--- src/rtl/viterbi_pkg.sv ---
// Shared definitions for the K=3, 4-state Viterbi decoder: trellis state codes,
// the packed survivor column layout and the survivor memory FSM states.
package viterbi_pkg;

    localparam int NUM_STATES = 4;

    localparam logic [1:0] S00 = 2'b00;
    localparam logic [1:0] S01 = 2'b01;
    localparam logic [1:0] S10 = 2'b10;
    localparam logic [1:0] S11 = 2'b11;

    // One column of survivor decisions, packed as {st_11, st_01, st_10, st_00}
    typedef struct packed {
        logic [1:0] st_11;
        logic [1:0] st_01;
        logic [1:0] st_10;
        logic [1:0] st_00;
    } column_t;

    typedef enum logic [1:0] {
        FILL      = 2'd0,
        SELECT    = 2'd1,
        TRACE     = 2'd2,
        WAIT_DONE = 2'd3
    } spmState_e;

    // Builds a column word from the four per-state predecessor decisions
    function automatic column_t pack_column(
        input logic [1:0] st00,
        input logic [1:0] st10,
        input logic [1:0] st01,
        input logic [1:0] st11
    );
        column_t col;
        col.st_00 = st00;
        col.st_10 = st10;
        col.st_01 = st01;
        col.st_11 = st11;
        return col;
    endfunction

endpackage

--- src/rtl/survivor_path_memory_if.sv ---
// Bus between the ACS stage, the survivor path memory and the traceback stage.
// The master side is the surrounding decoder; the slave side is the memory.
interface survivor_path_memory_if #(
    parameter int PM_W = 8
);

    logic            i_valid;
    logic [1:0]      i_prv_st_00;
    logic [1:0]      i_prv_st_10;
    logic [1:0]      i_prv_st_01;
    logic [1:0]      i_prv_st_11;
    logic [PM_W-1:0] i_pm_00;
    logic [PM_W-1:0] i_pm_10;
    logic [PM_W-1:0] i_pm_01;
    logic [PM_W-1:0] i_pm_11;
    logic            i_done_traceback;

    logic            o_ready;
    logic [1:0]      o_select_node;
    logic [1:0]      o_bck_prv_st_00;
    logic [1:0]      o_bck_prv_st_10;
    logic [1:0]      o_bck_prv_st_01;
    logic [1:0]      o_bck_prv_st_11;
    logic            o_en_traceback;

    modport master (
        output i_valid, i_prv_st_00, i_prv_st_10, i_prv_st_01, i_prv_st_11,
        output i_pm_00, i_pm_10, i_pm_01, i_pm_11, i_done_traceback,
        input  o_ready, o_select_node, o_en_traceback,
        input  o_bck_prv_st_00, o_bck_prv_st_10, o_bck_prv_st_01, o_bck_prv_st_11
    );

    modport slave (
        input  i_valid, i_prv_st_00, i_prv_st_10, i_prv_st_01, i_prv_st_11,
        input  i_pm_00, i_pm_10, i_pm_01, i_pm_11, i_done_traceback,
        output o_ready, o_select_node, o_en_traceback,
        output o_bck_prv_st_00, o_bck_prv_st_10, o_bck_prv_st_01, o_bck_prv_st_11
    );

endinterface

--- src/rtl/min_state_select.sv ---
// Combinational 4-way unsigned argmin over path metrics. Ties resolve to the
// lowest state code (00 > 01 > 10 > 11). Shared with the ACS normalisation logic.
module min_state_select
    import viterbi_pkg::*;
#(
    parameter int PM_W = 8
) (
    input  logic [PM_W-1:0] pm00_i,
    input  logic [PM_W-1:0] pm10_i,
    input  logic [PM_W-1:0] pm01_i,
    input  logic [PM_W-1:0] pm11_i,
    output logic [1:0]      minState_o
);

    logic [PM_W-1:0] pmByCode [NUM_STATES];
    logic [PM_W-1:0] bestPm;

    // Lay the metrics out by state code and scan upward with a strict compare,
    // so an equal metric never displaces a lower code already chosen
    always_comb begin
        pmByCode[S00] = pm00_i;
        pmByCode[S01] = pm01_i;
        pmByCode[S10] = pm10_i;
        pmByCode[S11] = pm11_i;
        minState_o    = S00;
        bestPm        = pmByCode[S00];
        for (int i = 1; i < NUM_STATES; i++) begin
            if (pmByCode[i] < bestPm) begin
                bestPm     = pmByCode[i];
                minState_o = 2'(i);
            end
        end
    end

endmodule

--- src/rtl/survivor_path_memory.sv ---
// Survivor path memory: stores DEPTH columns of ACS decisions, picks the
// minimum-metric end state, then replays the columns newest-first to the
// traceback stage until it reports done.
module survivor_path_memory
    import viterbi_pkg::*;
#(
    parameter int DEPTH = 8,
    parameter int PM_W  = 8,
    parameter int AW    = 4
) (
    input logic                   clk,
    input logic                   rst,
    survivor_path_memory_if.slave bus
);

    spmState_e       state_q;
    logic [AW-1:0]   wrPtr_q;
    logic [AW-1:0]   rdPtr_q;
    logic            ready_q;
    logic            enTraceback_q;
    logic [1:0]      selectNode_q;
    logic [PM_W-1:0] pmLast00_q;
    logic [PM_W-1:0] pmLast10_q;
    logic [PM_W-1:0] pmLast01_q;
    logic [PM_W-1:0] pmLast11_q;
    column_t         mem_q [DEPTH];

    column_t         wrCol_d;
    column_t         rdCol_d;
    logic [1:0]      minState_d;
    logic            accept_d;
    logic            lastCol_d;

    assign wrCol_d   = pack_column(bus.i_prv_st_00, bus.i_prv_st_10,
                                   bus.i_prv_st_01, bus.i_prv_st_11);
    assign accept_d  = (state_q == FILL) && ready_q && bus.i_valid && !rst;
    assign lastCol_d = (wrPtr_q == AW'(DEPTH - 1));

    min_state_select #(
        .PM_W (PM_W)
    ) uMinSelect (
        .pm00_i     (pmLast00_q),
        .pm10_i     (pmLast10_q),
        .pm01_i     (pmLast01_q),
        .pm11_i     (pmLast11_q),
        .minState_o (minState_d)
    );

    // Column storage is written only on an accepted FILL column and is never cleared
    always_ff @(posedge clk) begin
        for (int i = 0; i < DEPTH; i++) begin
            if (accept_d && (wrPtr_q == AW'(i))) begin
                mem_q[i] <= wrCol_d;
            end
        end
    end

    // The metrics that arrive with the final column of a block decide the end state
    always_ff @(posedge clk) begin
        if (accept_d && lastCol_d) begin
            pmLast00_q <= bus.i_pm_00;
            pmLast10_q <= bus.i_pm_10;
            pmLast01_q <= bus.i_pm_01;
            pmLast11_q <= bus.i_pm_11;
        end
    end

    // Read mux for the replay pointer; a loop compare keeps any DEPTH up to 2^AW legal
    always_comb begin
        rdCol_d = '0;
        for (int i = 0; i < DEPTH; i++) begin
            if (rdPtr_q == AW'(i)) begin
                rdCol_d = mem_q[i];
            end
        end
    end

    // Block sequencer: fill, pick the start node, then replay with the enable raised
    // one cycle after the start node settles; the replay pointer parks on column 0
    always_ff @(posedge clk) begin
        if (rst) begin
            state_q       <= FILL;
            wrPtr_q       <= '0;
            rdPtr_q       <= '0;
            ready_q       <= 1'b0;
            enTraceback_q <= 1'b0;
            selectNode_q  <= S00;
        end else begin
            case (state_q)
                FILL: begin
                    ready_q       <= 1'b1;
                    enTraceback_q <= 1'b0;
                    if (accept_d) begin
                        wrPtr_q <= wrPtr_q + 1'b1;
                        if (lastCol_d) begin
                            ready_q <= 1'b0;
                            state_q <= SELECT;
                        end
                    end
                end
                SELECT: begin
                    ready_q      <= 1'b0;
                    selectNode_q <= minState_d;
                    rdPtr_q      <= AW'(DEPTH - 1);
                    state_q      <= TRACE;
                end
                TRACE: begin
                    enTraceback_q <= 1'b1;
                    if (enTraceback_q && (rdPtr_q != '0)) begin
                        rdPtr_q <= rdPtr_q - 1'b1;
                    end
                    if (bus.i_done_traceback) begin
                        enTraceback_q <= 1'b0;
                        ready_q       <= 1'b1;
                        wrPtr_q       <= '0;
                        state_q       <= FILL;
                    end
                end
                default: begin
                    ready_q       <= 1'b0;
                    enTraceback_q <= 1'b0;
                    state_q       <= FILL;
                end
            endcase
        end
    end

    assign bus.o_ready         = ready_q;
    assign bus.o_select_node   = selectNode_q;
    assign bus.o_en_traceback  = enTraceback_q;
    assign bus.o_bck_prv_st_00 = enTraceback_q ? rdCol_d.st_00 : S00;
    assign bus.o_bck_prv_st_10 = enTraceback_q ? rdCol_d.st_10 : S00;
    assign bus.o_bck_prv_st_01 = enTraceback_q ? rdCol_d.st_01 : S00;
    assign bus.o_bck_prv_st_11 = enTraceback_q ? rdCol_d.st_11 : S00;

endmodule

--- src/flat_wrapper.sv ---
// flat-port wrapper written by rule: the top's interface ports become plain ports
module survivor_path_memory_flat import viterbi_pkg::*;
#(
    parameter int DEPTH = 8,
    parameter int PM_W  = 8,
    parameter int AW    = 4
)
  (clk, rst, bus_i_valid, bus_i_prv_st_00, bus_i_prv_st_10, bus_i_prv_st_01, bus_i_prv_st_11, bus_i_pm_00, bus_i_pm_10, bus_i_pm_01, bus_i_pm_11, bus_i_done_traceback, bus_o_ready, bus_o_select_node, bus_o_en_traceback, bus_o_bck_prv_st_00, bus_o_bck_prv_st_10, bus_o_bck_prv_st_01, bus_o_bck_prv_st_11);
  survivor_path_memory_if #(.PM_W(PM_W)) bus_i ();
  input logic clk;
  input logic rst;
  input wire logic [$bits(bus_i.i_valid)-1:0] bus_i_valid;
  input wire logic [$bits(bus_i.i_prv_st_00)-1:0] bus_i_prv_st_00;
  input wire logic [$bits(bus_i.i_prv_st_10)-1:0] bus_i_prv_st_10;
  input wire logic [$bits(bus_i.i_prv_st_01)-1:0] bus_i_prv_st_01;
  input wire logic [$bits(bus_i.i_prv_st_11)-1:0] bus_i_prv_st_11;
  input wire logic [$bits(bus_i.i_pm_00)-1:0] bus_i_pm_00;
  input wire logic [$bits(bus_i.i_pm_10)-1:0] bus_i_pm_10;
  input wire logic [$bits(bus_i.i_pm_01)-1:0] bus_i_pm_01;
  input wire logic [$bits(bus_i.i_pm_11)-1:0] bus_i_pm_11;
  input wire logic [$bits(bus_i.i_done_traceback)-1:0] bus_i_done_traceback;
  output wire logic [$bits(bus_i.o_ready)-1:0] bus_o_ready;
  output wire logic [$bits(bus_i.o_select_node)-1:0] bus_o_select_node;
  output wire logic [$bits(bus_i.o_en_traceback)-1:0] bus_o_en_traceback;
  output wire logic [$bits(bus_i.o_bck_prv_st_00)-1:0] bus_o_bck_prv_st_00;
  output wire logic [$bits(bus_i.o_bck_prv_st_10)-1:0] bus_o_bck_prv_st_10;
  output wire logic [$bits(bus_i.o_bck_prv_st_01)-1:0] bus_o_bck_prv_st_01;
  output wire logic [$bits(bus_i.o_bck_prv_st_11)-1:0] bus_o_bck_prv_st_11;
  assign bus_i.i_valid = bus_i_valid;
  assign bus_i.i_prv_st_00 = bus_i_prv_st_00;
  assign bus_i.i_prv_st_10 = bus_i_prv_st_10;
  assign bus_i.i_prv_st_01 = bus_i_prv_st_01;
  assign bus_i.i_prv_st_11 = bus_i_prv_st_11;
  assign bus_i.i_pm_00 = bus_i_pm_00;
  assign bus_i.i_pm_10 = bus_i_pm_10;
  assign bus_i.i_pm_01 = bus_i_pm_01;
  assign bus_i.i_pm_11 = bus_i_pm_11;
  assign bus_i.i_done_traceback = bus_i_done_traceback;
  assign bus_o_ready = bus_i.o_ready;
  assign bus_o_select_node = bus_i.o_select_node;
  assign bus_o_en_traceback = bus_i.o_en_traceback;
  assign bus_o_bck_prv_st_00 = bus_i.o_bck_prv_st_00;
  assign bus_o_bck_prv_st_10 = bus_i.o_bck_prv_st_10;
  assign bus_o_bck_prv_st_01 = bus_i.o_bck_prv_st_01;
  assign bus_o_bck_prv_st_11 = bus_i.o_bck_prv_st_11;
  survivor_path_memory #(.DEPTH(DEPTH), .PM_W(PM_W), .AW(AW)) u_core (.clk(clk), .rst(rst), .bus(bus_i));
endmodule
--- config.mk ---
export PLATFORM = sky130hd
export DESIGN_NAME = survivor_path_memory_flat
export DESIGN_NICKNAME = d
export VERILOG_FILES = /design/src/rtl/viterbi_pkg.sv /design/src/rtl/survivor_path_memory_if.sv /design/src/rtl/min_state_select.sv /design/src/rtl/survivor_path_memory.sv /design/src/flat_wrapper.sv
export SDC_FILE = /design/constraint.sdc
export NUM_CORES = 1
export LEC_CHECK = 0
export CAP_MARGIN = 20
export CORE_ASPECT_RATIO = 1.75
export CORE_UTILIZATION = 58
export CTS_BUF_LIST = sky130_fd_sc_hd__clkbuf_2 sky130_fd_sc_hd__clkbuf_4 sky130_fd_sc_hd__clkbuf_8
export DETAILED_ROUTE_END_ITERATION = 12
export GPL_TIMING_DRIVEN = 0
export MAX_ROUTING_LAYER = met4
export PLACE_DENSITY = 0.82
export SYNTH_ARGS = -nofsm -noshare
export SYNTH_HDL_FRONTEND = slang
export SYNTH_HIERARCHICAL = 1
export SYNTH_SLANG_ARGS = --single-unit
--- constraint.sdc ---
create_clock -name clk -period 5.05 [get_ports clk]
set_clock_uncertainty 0.1 [all_clocks]
set_input_delay 0.7575 -clock clk [delete_from_list [all_inputs] [get_ports clk]]
set_output_delay 0.7575 -clock clk [all_outputs]
set_load 0.01 [all_outputs]
# Word-level counts from Yosys, hierarchy flattened
# Memories as Yosys holds them, arrays and structs flattened.
# Cells that the tools add are included.
# Widths: inputs -> output; s select.
# totals
input_bits	44
regBits	46
wordCells	134
n_memories	1
ram_bits	64
output_inout_bits	12
# memory_table
name	depth	word_bits	rd	rd_clocked_by_memory_dff	wr	line_no	text
u_core.mem_q	8	8	8	0	1	survivor_path_memory.sv:26	column_t mem_q [DEPTH];
# op_classes
reduce_logical	29
n_eq_ne	20
n_lt_le_gt_ge	3
mux	69
n_addsub	2
# op_table
cell	count
$mux 8	17
$reduce_or 8->1	7
$eq 4x3->1 const B	8
$mux 1	28
$lt 8x8->1	3
$mux 3	7
$mux 2	9
$eq 4x2->1 const B	4
$pmux 4 s2	2
$logic_and 1x1->1	12
$mux 4	3
$eq 4x1->1 const B	2
$logic_not 4->1	2
$ne 2x1->1 const B	3
$pmux 2 s3	1
$reduce_and 3->1	2
$add 4x1->4 const B	1
$pmux 1 s2	2
$reduce_bool 2->1	2
$reduce_bool 4->1	1
$sub 4x1->4 const B	1
$eq 2x1->1 const B	1
$eq 2x2->1 const B	1
$logic_not 2->1	1
3 further kinds	3

# Depth between registers and ports, before layout
# logic_depth
depth_word	15
ltp_mapped	22

# By module
# The synthesis kept the hierarchy.
# by_module_without_submodules
module	instances	cells_each	area_each_um2
survivor_path_memory	1	259	4194.0
min_state_select	1	93	778.2

# Least setup slack after synthesis
# No wires, ideal clock.
# synth_path
path_type	register to register
start	register u_core.pmLast01_q[7]
end	register u_core.selectNode_q[0] (netlist: u_core/bus.o_select_node[0])
path_stages_with_launch	21
setup_ns	0.065
t_arrival_ns	4.453
setup_slack_ns	0.432
t_required_ns	4.885
n_path_buf	1
cell_sequence	edfxtp_1 -> ha_1 -> nand4_1 -> o311ai_1 -> buf_6 -> mux2i_1 -> ha_1 -> a21o_1 -> a311oi_1 -> o21ai_0 -> a21oi_4 -> mux2_2 -> ha_1 -> a21o_1 -> a21o_1 -> a21oi_1 -> o21ai_0 -> o21a_1 -> o221ai_1 -> mux2i_1 -> nor2_1
# synth_between
elab_chain_cells	6
elab_cells_between_ends	8
classes_between	3 x order compare; 5 x mux
# synth_lines
item	line_no	text
start: declaration	survivor_path_memory.sv:24	logic [PM_W-1:0] pmLast01_q;
start signal: assignment	survivor_path_memory.sv:63	pmLast01_q <= bus.i_pm_01;
$lt 8x8->1	min_state_select.sv:28	if (pmByCode[i] < bestPm) begin
$mux 8	min_state_select.sv:28	
$lt 8x8->1	min_state_select.sv:28	
$mux 8	min_state_select.sv:28	
$lt 8x8->1	min_state_select.sv:28	
$mux 2 *	min_state_select.sv:28	
net u_core.minState_d[0]	survivor_path_memory.sv:30	logic [1:0] minState_d;
end signal: assignment	survivor_path_memory.sv:103	selectNode_q <= minState_d;
end: declaration	survivor_path_memory.sv:21	logic [1:0] selectNode_q;
# Mark *: on every way through the listed nets, which the timed path passes. The rest lies on a longest branch.
# A chain may end at the register's enable or synchronous reset.

# Worst setup path after layout
# layout_path
start	register u_core.pmLast01_q[3]
end	register u_core.selectNode_q[0] (netlist: u_core/bus.o_select_node[0])
# Same word-level chain as after synthesis.

==> flow_summary.yaml <==
run_status:
  outcome: "finished clean"
sta:
  drv_slew: 0
  finalHoldViolCount: 0
  setup_slack_ns: 0.0666
  fin_crit_ns: 4.98
  clock.fmax_ghz: 0.201
  worst_slew_pin_slew_ns: 0.629
  slew_headroom_pct: 58.1
  finalSetupViolations: 0
  finalCritPeriodShare_pct: 98.7
routing:
  wl_mm: 11.2
  first_pass_iters: 5
  drc_errors: 0
  vias: 3313
  first_iter_violations: 157
  post_drt_wl_per_cell_um: 20.3
  vias_per_cell: 5.99
  ant_nets: 0
worst_setup_path:
  path_class: "flop to flop"
  cp_max_fo: 4
  r2r_cells: 22
  max_stage_delay_ns: 0.42
  start_kind: "flop"
  crit_path_top_delay_cell: "edfxtp_1"
  crit_chain: "ha_1 -> o21a_1 -> nor2_2 -> o311ai_2 -> buf_6 -> buf_4 -> mux2i_2 -> ha_1 -> or2_2 -> nand3_1 -> nor2_1 -> a21oi_4 -> buf_6 -> mux2_4 -> ha_4 -> nand4_1 -> a211oi_2 -> a21boi_2 -> o21a_1 -> o221ai_2 -> mux2i_1 -> nor2_1"
  arrival_ns: 5.14
  worst_ep_required_time_ns: 5.20
  cp-end-kind: "flop"
die:
  initial_utilization_pct: 59.8
  die_area_mm2: 0.00896
  core_mm2: 0.00831
  io_pins: 56
  die_h_um: 124
  die_width_um: 72.0
  rows: 44
grt:
  grt_pass1_wl_mm: 16.7
  grt_max_degree: 42
  grt_pass1_vias: 3509
  grt.overflow.total: 0
  track_usage_pct: 26.3
  antenna_found_initial: 0
placement:
  portBuffers: 55
  place_ws_ns: -0.572
  placed_area_mm2: 0.00567
  dp_hpwl_mm: 7.36
  gp_congestion: 0.861
logic_synthesis:
  synth-edff-count: 96
  ys_types: 60
  async_flop_share_pct: 0
  synthTopCellsByArea: "edfxtp_1 58%, ha_1 7.5%, dfxtp_1 5.6%"
  synth_top_area_cell: "edfxtp_1"
  synth_area_mm2: 0.00497
  synth_flop_cell: "edfxtp_1"
  ys_seq_elements: 110
  yosys_warnings: 6
  syn_inst: 352
  ys_seq_area_share_pct: 63.6
  synth.most_common_cell: "edfxtp_1"
  synth_top_area_share_pct: 58.0
  synth_commonest_cells: "96 x edfxtp_1, 30 x ha_1, 23 x inv_1"
  syn_area_per_cell_um2: 14.1
  synth_nets: 426
clock_network:
  cts-root-buf: "clkbuf_8"
  cts_tree: "built"
  cts_hold_buffers: 0
  h-tree-depth: 3
  cts_buffers: 9
  clk_pin_slew_ns: 0.10
  cts.path.max_buffers: 2
  clkLatencyLatePin_ns: 0.37
  cts_sinks: 110
power:
  pwr-share-comb_pct: 3.6
  p_switching_mw: 0.303
  swShare_pct: 19.5
  finalPower_mw: 1.55
  peakVddDrop_mv: 0.257
  intPower_mw: 1.25
  p_per_area_mw_per_mm2: 250
  power_frac_seq_pct: 63.8
  pwr-share-clk_pct: 32.6
  p_leak_nw: 2.19
cells_and_area:
  antennaDiodeCount: 0
  final_util_pct: 74.6
  synthToLayoutAreaGrowth_pct: 24.8
  nFillCells: 520
  drive_above_1_share_pct: 19.6
  final_cell_area_mm2: 0.00620
  nets: 507
worst_hold_path:
  min_path_cells: 2
  hp-class: "flop to flop"
run:
  maxCapViolCount: 0
## state kept, by name (all words and copies together) (netlist names)
signal                     count
u_core/bus.o_en_traceback      1
u_core/bus.o_ready             1
u_core/bus.o_select_node       2
u_core/mem_q                  64
u_core/pmLast00_q              8
u_core/pmLast01_q              8
u_core/pmLast10_q              8
u_core/pmLast11_q              8
u_core/rdPtr_q                 4
u_core/state_q                 2
u_core/wrPtr_q                 4
## cells by family (layout without fill, tap and decap cells)
group / after synthesis / in the layout / synth area share (%)
adder cells (fa/ha/maj): 30 / 30 / 7.55
XOR/XNOR: 2 / 2 / 0.352
flip-flops: 110 / 110 / 63.6
AND/OR/NAND/NOR: 72 / 72 / 8.73
buffers and inverters: 35 / 121 / 2.87
AO/OA/AOI/OAI: 85 / 85 / 13.0
multiplexers: 18 / 18 / 3.93
## power by group through the flow
stage,Sequential [mW],Combinational [mW],Clock (mW)
final,0.992,0.0557,0.506
after global routing,0.993,0.0606,0.548
after CTS,0.992,0.0557,0.519
after detailed placement,1.01,0.0553,0
after global placement,1.01,0.0539,0
after floorplan,1.01,0.0112,0
## through the flow
stage / hold slack, ns / std cells / setup TNS (ns)
global route: 0.494 / 553 / -0.136
global placement: 0.398 / 522 / -0.592
CTS: 0.437 / 543 / 0
detailed placement: 0.401 / 522 / -0.920
floorplan: 0.381 / 352 / 0
finish: 0.438 / 553 / 0
## what timing repair did
item / in CTS / in global routing
setup endpoints to repair: 2 / 2
resized for setup: 8 / 32
pin swaps: 2 / 15
buffers inserted: 5 / 10
## final timing paths
| path | startpoint | endpoint | slack [ns] |
|---|---|---|---|
| hold / removal | u_core/bus.o_select_node[1]$_SDFFE_PP0P_ | u_core/bus.o_select_node[1]$_SDFFE_PP0P_ | 0.44 |
| setup / recovery | u_core/pmLast01_q[3]$_DFFE_PP_ | u_core/bus.o_select_node[0]$_SDFFE_PP0P_ | 0.07 |
| hold reg to reg | u_core/bus.o_select_node[1]$_SDFFE_PP0P_ | u_core/bus.o_select_node[1]$_SDFFE_PP0P_ | 0.44 |
| setup reg to reg | u_core/pmLast01_q[3]$_DFFE_PP_ | u_core/bus.o_select_node[0]$_SDFFE_PP0P_ | 0.07 |
## cell usage in the layout, fill, tap and decap left out, types with 6 or more instances in the layout
master           count
edfxtp_1            96
clkdlybuf4s50_1     55
inv_1               22
ha_1                22
nand2_1             15
dfxtp_1             14
buf_4               12
o21ai_0             10
a221oi_1            10
clkbuf_8             9
o221ai_1             9
a21oi_1              9
nor2_1               9
clkbuf_1             8
ha_4                 8
nand3_1              6
## worst max-delay path: cells and delay by family (launching register included)
kind | cells | cell delay, ns
AO/OA/AOI/OAI | 7 | 1.45
multiplexers | 3 | 0.74
flip-flops | 1 | 0.42
adder cells (fa/ha/maj) | 3 | 0.85
AND/OR/NAND/NOR | 6 | 0.77
buffers and inverters | 3 | 0.52
## metal layers
layer  global-route usage [%]  wire length [µm]  vias up
met2                     46.4              6250      120
met1                     25.9              4000     1617
met3                     3.80               519       26
met4                     17.1               432        0
met5                        -                 0        -
li1                         -                 -     1550
## cell type report
cell class                      count  area, µm²  share of cell area (%)
Sequential cell                   110       3160                    51.0
Multi-Input combinational cell    207       1890                    30.5
Timing Repair Buffer               70        674                    10.9
Tap cell                          115        144                    2.32
Clock buffer                        9        124                    2.00
Inverter                           23       86.3                    1.39
Clock inverter                      7       63.8                    1.03
Buffer                             12       56.3                   0.908
Power figures use the tool's default switching activity.
